**src/rtl/tlc_sequencer.sv**
```systemverilog
// Two-way intersection traffic-light sequencer with pedestrian walk phase and
// night flashing mode. Advances on a one-cycle sec_tick; every output is registered.
module tlc_sequencer #(
  parameter int unsigned NS_GREEN_SEC = 20,
  parameter int unsigned EW_GREEN_SEC = 15,
  parameter int unsigned YELLOW_SEC   = 3,
  parameter int unsigned ALLRED_SEC   = 1,
  parameter int unsigned WALK_SEC     = 10,
  parameter int unsigned CNT_W        = 6
) (
  input  logic             clk_in,
  input  logic             rst,
  input  logic             sec_tick,
  input  logic             ped_req,
  input  logic             night_mode,
  output logic [2:0]       ns_light,
  output logic [2:0]       ew_light,
  output logic             walk,
  output logic             ped_pending,
  output logic [CNT_W-1:0] secs_left,
  output logic [2:0]       state_out
);

  typedef enum logic [2:0] {
    NS_G  = 3'd0,
    NS_Y  = 3'd1,
    AR1   = 3'd2,
    EW_G  = 3'd3,
    EW_Y  = 3'd4,
    AR2   = 3'd5,
    WALK  = 3'd6,
    FLASH = 3'd7
  } state_t;

  state_t           r_state, w_nxt_state;
  logic [CNT_W-1:0] r_cnt, w_nxt_cnt;
  logic             r_blink, w_nxt_blink;
  logic             r_ped, w_nxt_ped;
  logic [2:0]       r_ns, r_ew;
  logic             r_walk;
  logic [5:0]       w_lamps;

  // FLASH has no countdown; its counter sits at 0 so the display reads 0.
  function automatic logic [CNT_W-1:0] dur(input state_t s);
    case (s)
      NS_G:    dur = CNT_W'(NS_GREEN_SEC);
      EW_G:    dur = CNT_W'(EW_GREEN_SEC);
      NS_Y,
      EW_Y:    dur = CNT_W'(YELLOW_SEC);
      AR1,
      AR2:     dur = CNT_W'(ALLRED_SEC);
      WALK:    dur = CNT_W'(WALK_SEC);
      default: dur = '0;
    endcase
  endfunction

  function automatic logic [5:0] lamps(input state_t s, input logic b);
    case (s)
      NS_G:    lamps = {3'b001, 3'b100};
      NS_Y:    lamps = {3'b010, 3'b100};
      EW_G:    lamps = {3'b100, 3'b001};
      EW_Y:    lamps = {3'b100, 3'b010};
      FLASH:   lamps = {1'b0, b, 1'b0, b, 2'b00};
      default: lamps = {3'b100, 3'b100};
    endcase
  endfunction

  always_comb begin
    w_nxt_state = r_state;
    w_nxt_cnt   = r_cnt;
    w_nxt_blink = r_blink;
    w_nxt_ped   = r_ped | ped_req;
    if (sec_tick) begin
      if (r_state == FLASH) begin
        if (night_mode) begin
          w_nxt_blink = ~r_blink;
        end else begin
          w_nxt_state = AR2;
          w_nxt_cnt   = CNT_W'(ALLRED_SEC);
          w_nxt_blink = 1'b0;
        end
      end else if (r_cnt == CNT_W'(1)) begin
        case (r_state)
          NS_G:    w_nxt_state = NS_Y;
          NS_Y:    w_nxt_state = AR1;
          AR1:     w_nxt_state = night_mode ? FLASH : EW_G;
          EW_G:    w_nxt_state = EW_Y;
          EW_Y:    w_nxt_state = AR2;
          AR2:     w_nxt_state = night_mode ? FLASH : (r_ped ? WALK : NS_G);
          default: w_nxt_state = NS_G;
        endcase
        w_nxt_cnt   = dur(w_nxt_state);
        w_nxt_blink = (w_nxt_state == FLASH);
      end else begin
        w_nxt_cnt = r_cnt - CNT_W'(1);
      end
    end
    // A request arriving in the WALK-entry cycle is considered served.
    if (w_nxt_state == WALK && r_state != WALK) w_nxt_ped = 1'b0;
  end

  assign w_lamps = lamps(w_nxt_state, w_nxt_blink);

  always_ff @(posedge clk_in or posedge rst) begin
    if (rst) begin
      r_state <= AR2;
      r_cnt   <= CNT_W'(ALLRED_SEC);
      r_blink <= 1'b0;
      r_ped   <= 1'b0;
      r_ns    <= 3'b100;
      r_ew    <= 3'b100;
      r_walk  <= 1'b0;
    end else begin
      r_state <= w_nxt_state;
      r_cnt   <= w_nxt_cnt;
      r_blink <= w_nxt_blink;
      r_ped   <= w_nxt_ped;
      r_ns    <= w_lamps[5:3];
      r_ew    <= w_lamps[2:0];
      r_walk  <= (w_nxt_state == WALK);
    end
  end

  assign ns_light    = r_ns;
  assign ew_light    = r_ew;
  assign walk        = r_walk;
  assign ped_pending = r_ped;
  assign secs_left   = r_cnt;
  assign state_out   = r_state;

endmodule

```
**config.mk**
```make
export PLATFORM = sky130hd
export DESIGN_NAME = tlc_sequencer
export DESIGN_NICKNAME = d
export VERILOG_FILES = /design/src/rtl/tlc_sequencer.sv
export SDC_FILE = /design/constraint.sdc
export NUM_CORES = 1
export LEC_CHECK = 0
export BUFFER_PORTS_ARGS = -buffer_cell sky130_fd_sc_hd__clkbuf_2
export CAP_MARGIN = 20
export CORE_ASPECT_RATIO = 1.5
export CORE_MARGIN = 2
export CORE_UTILIZATION = 44
export CTS_CLUSTER_SIZE = 25
export DETAILED_ROUTE_END_ITERATION = 6
export PLACE_DENSITY = 0.7
export SLEW_MARGIN = 10
export SYNTH_ARGS = -nofsm -noshare
export SYNTH_HDL_FRONTEND = slang
export SYNTH_SLANG_ARGS = --single-unit
```
**constraint.sdc**
```tcl
create_clock -name clk_in -period 3.01 [get_ports clk_in]
set_input_delay 0.4515 -clock clk_in [delete_from_list [all_inputs] [get_ports clk_in]]
set_output_delay 0.4515 -clock clk_in [all_outputs]
set_load 0.03 [all_outputs]
```
==> results by group <==
Logic synthesis
  • Syn_area_per_cell: 9.49 µm²
  • Ys async rst share: 100%
  • Syn Nets: 125
  • Post-synthesis cell type count: 45
  • Seq cells post-synth: 18
  • Warnings, synthesis: 0
  • Synth area leaders: dfrtp_1 (29%), dfstp_2 (12%), nand2_1 (5.4%), nor2_1 (3.0%), mux2i_1 (2.7%)
  • Top cell type's share of synthesized area: 29.1%
  • Post-synth EDFFs: 0
  • Post-synth top area cell: dfrtp_1
  • Seq/Total Area, Yosys: 40.8%
  • Synth Flop Type: dfrtp_1
  • Cells after Synth: 118
  • Post-Syn Area: 1120 µm²

Die
  • Die area: 2970 µm²
  • # IOs: 22
  • Cell Rows: 22
  • Die W: about 45 µm
  • Die H: 65.8 µm
  • Starting Density: 46.2%
  • Core Box Area: 2420 µm²

Clock tree
  • CTS buffer count: 3
  • Worst-skew pair later-pin latency: just over 0.3 ns
  • Setup Fix Bufs, Post-CTS: 0
  • Post-CTS sizing: 0
  • CTS Hold Bufs: 0
  • H-Tree Depth: 1
  • CTS tree: done
  • Root buffer cell: clkbuf_4
  • Clk buf depth: 2
  • TritonCTS Sinks: 18
  • Clock transition at path regs: 0.12 ns

Timing
  • Worst Max-Slew Pin Slew: 0.697 ns
  • RSZ-0062 raised after global routing: false
  • Fmax: a little under 500 MHz
  • Worst rel slew slack: between 50% and 60%
  • Setup_tns: 0 ns
  • Skew final: 0.00785 ns
  • Fin crit share: 68.9%
  • Slew Limit Fails: 0
  • Final Hold Fails: 0
  • # setup viols final: 0
  • Tmin final: 2.07 ns

Power
  • Peak VDD IR: between 0.0005 and 0.0006 V
  • Pleak: about 0.60 nW
  • P per Cell Area: between 1000 and 1500 nW/µm²

Critical path
  • RR Startpoint: secs_left[0]$_DFFE_PP1P_
  • Critical Path Sink Type: flop
  • Arr. time, crit path: 2.28 ns
  • Critical path class: reg -> reg
  • Critical Path Start Type: flop
  • Worst setup path start: secs_left[0]$_DFFE_PP1P_
  • Critical Path RT: 3.22 ns
  • Peak fanout along the critical path: 10

Routing
  • Routed WL: 2.56 mm
  • Post-DRT Antenna Nets: 0
  • Vias: slightly below 1k
  • First-pass DRT Iterations: 4
  • # DRC: 0
  • Drt initial violations: 28
  • Routed WL per cell: 15.8 µm
  • Via density: between 5 and 6

Global route
  • Initial antenna violation count: 0
  • Global-route wire length before repair: 4.35 mm
  • Gr usage total: 19.5%
  • Total grt overflow: 0
  • Largest net degree at the start of global routing: 19
  • Number of global-route vias before repair: roughly 940

Cells and area
  • Ant. Diodes: 0
  • Share of cells above drive strength 1: 26.8%
  • Commonest non-fill, non-tap cell in the layout: clkbuf_2
  • Most frequent cells in the layout: clkbuf_2 (21), nand2_1 (16), dfrtp_1 (13)
  • Fin nets: 146
  • Fill cells: 235
  • Area growth syn-to-layout: 12.8%
  • Final core utilization: 52.2%

Placement
  • Detailed placer's ending HPWL: 1.90 mm
  • I/O Buffers: 21
  • GPL Wtd Cong: 0.846

Job
  • Max-cap violations: 0

Hold path
  • Hold Crit Class: in -> async

Outcome
  • Result of the run: finished clean
==> path summary, 6_finish.rpt <==
check	endpoint	slack (ns)	depth (start not counted)
min in group clk_in	ped_pending$_DFF_PP0_	0.39	2
worst min register to register	secs_left[0]$_DFFE_PP1P_	0.55	2
worst min-delay path	secs_left[4]$_DFFE_PP0P_	0.21	2
worst max register to register	ped_pending$_DFF_PP0_	0.94	5
worst max-delay path	ped_pending$_DFF_PP0_	0.94	5
max in group asynchronous	state_out[1]$_DFF_PP0_	2.35	2
==> report_power, final <==
part	internal (mW)	total (mW)	switching, mW
Sequential	0.353	0.503	0.150
Combinational	0.308	0.835	0.527
Clock	0.0739	0.159	0.0848
Total	0.735	1.50	0.762
==> cells in the mapped netlist (2+ instances only) <==
master,number
nor3_1,5
ha_1,2
a2bb2oi_1,2
mux2i_1,3
nor2b_1,2
nor3b_1,2
o21ai_0,5
dfstp_2,5
a21oi_1,2
buf_2,3
and3_1,2
and3b_1,2
a22o_1,2
dfrtp_1,13
nor2_1,9
nand2_1,16
nand2b_1,3
inv_1,8
o211ai_2,2
a31oi_1,3
o22ai_1,3
==> through the flow <==
| step | area (µm²) | hold WS (ns) | instances | power (mW) | setup WS, ns |
|---|---|---|---|---|---|
| after floorplan | 1120 | 0.386 | 118 | 1.14 | 0.963 |
| after global placement | 1230 | 0.529 | 158 | 1.32 | 1.01 |
| after detailed placement | 1230 | 0.536 | 158 | 1.34 | 0.945 |
| after CTS | 1260 | 0.235 | 162 | 1.50 | 0.931 |
| after global routing | 1260 | 0.290 | 162 | 1.61 | 0.819 |
| final | 1260 | 0.210 | 162 | 1.50 | 0.938 |
==> cell families (layout without fill, tap and decap cells) <==
| logic type | after synthesis | after routing | synth area share, % |
|---|---|---|---|
| simple gates | 48 | 48 | 24.1 |
| compound gates | 32 | 32 | 23.5 |
| flops | 18 | 18 | 40.8 |
| buf+inv | 13 | 33 | 5.14 |
| mux | 3 | 3 | 2.68 |
| fa+ha+maj | 2 | 2 | 2.23 |
| xor+xnor | 2 | 2 | 1.56 |
==> layer usage <==
metal	global-route usage (%)	vias to the layer above	wire [µm]
met5	0	-	0
met3	2.46	5	99
li1	-	468	-
met1	25.1	466	1090
met4	9.93	0	46
met2	31.1	26	1320
==> state kept, by name, summed over array words and instances, names as in the netlist <==
| signal | count |
|---|---|
| walk | 1 |
| state_out | 3 |
| ped_pending | 1 |
| secs_left | 6 |
| r_blink | 1 |
| ns_light | 3 |
| ew_light | 3 |
==> critical path, stage by stage, from the launching register on <==
cell and delay [ns]:
dfstp_2 0.61, ha_1 0.21, or2b_1 0.33, nor2_8 0.22, a41oi_4 0.22, o32a_1 0.40
==> cell type report <==
type	count	area, µm²	area share, %
multi-input cells	87	606	47.9
flip-flops and latches	18	457	36.1
repair buffers	21	105	8.32
clock buffers	4	36.3	2.87
inverters	8	30.0	2.38
well taps	24	30.0	2.38
No activity file was read; power rests on OpenSTA's default activity.
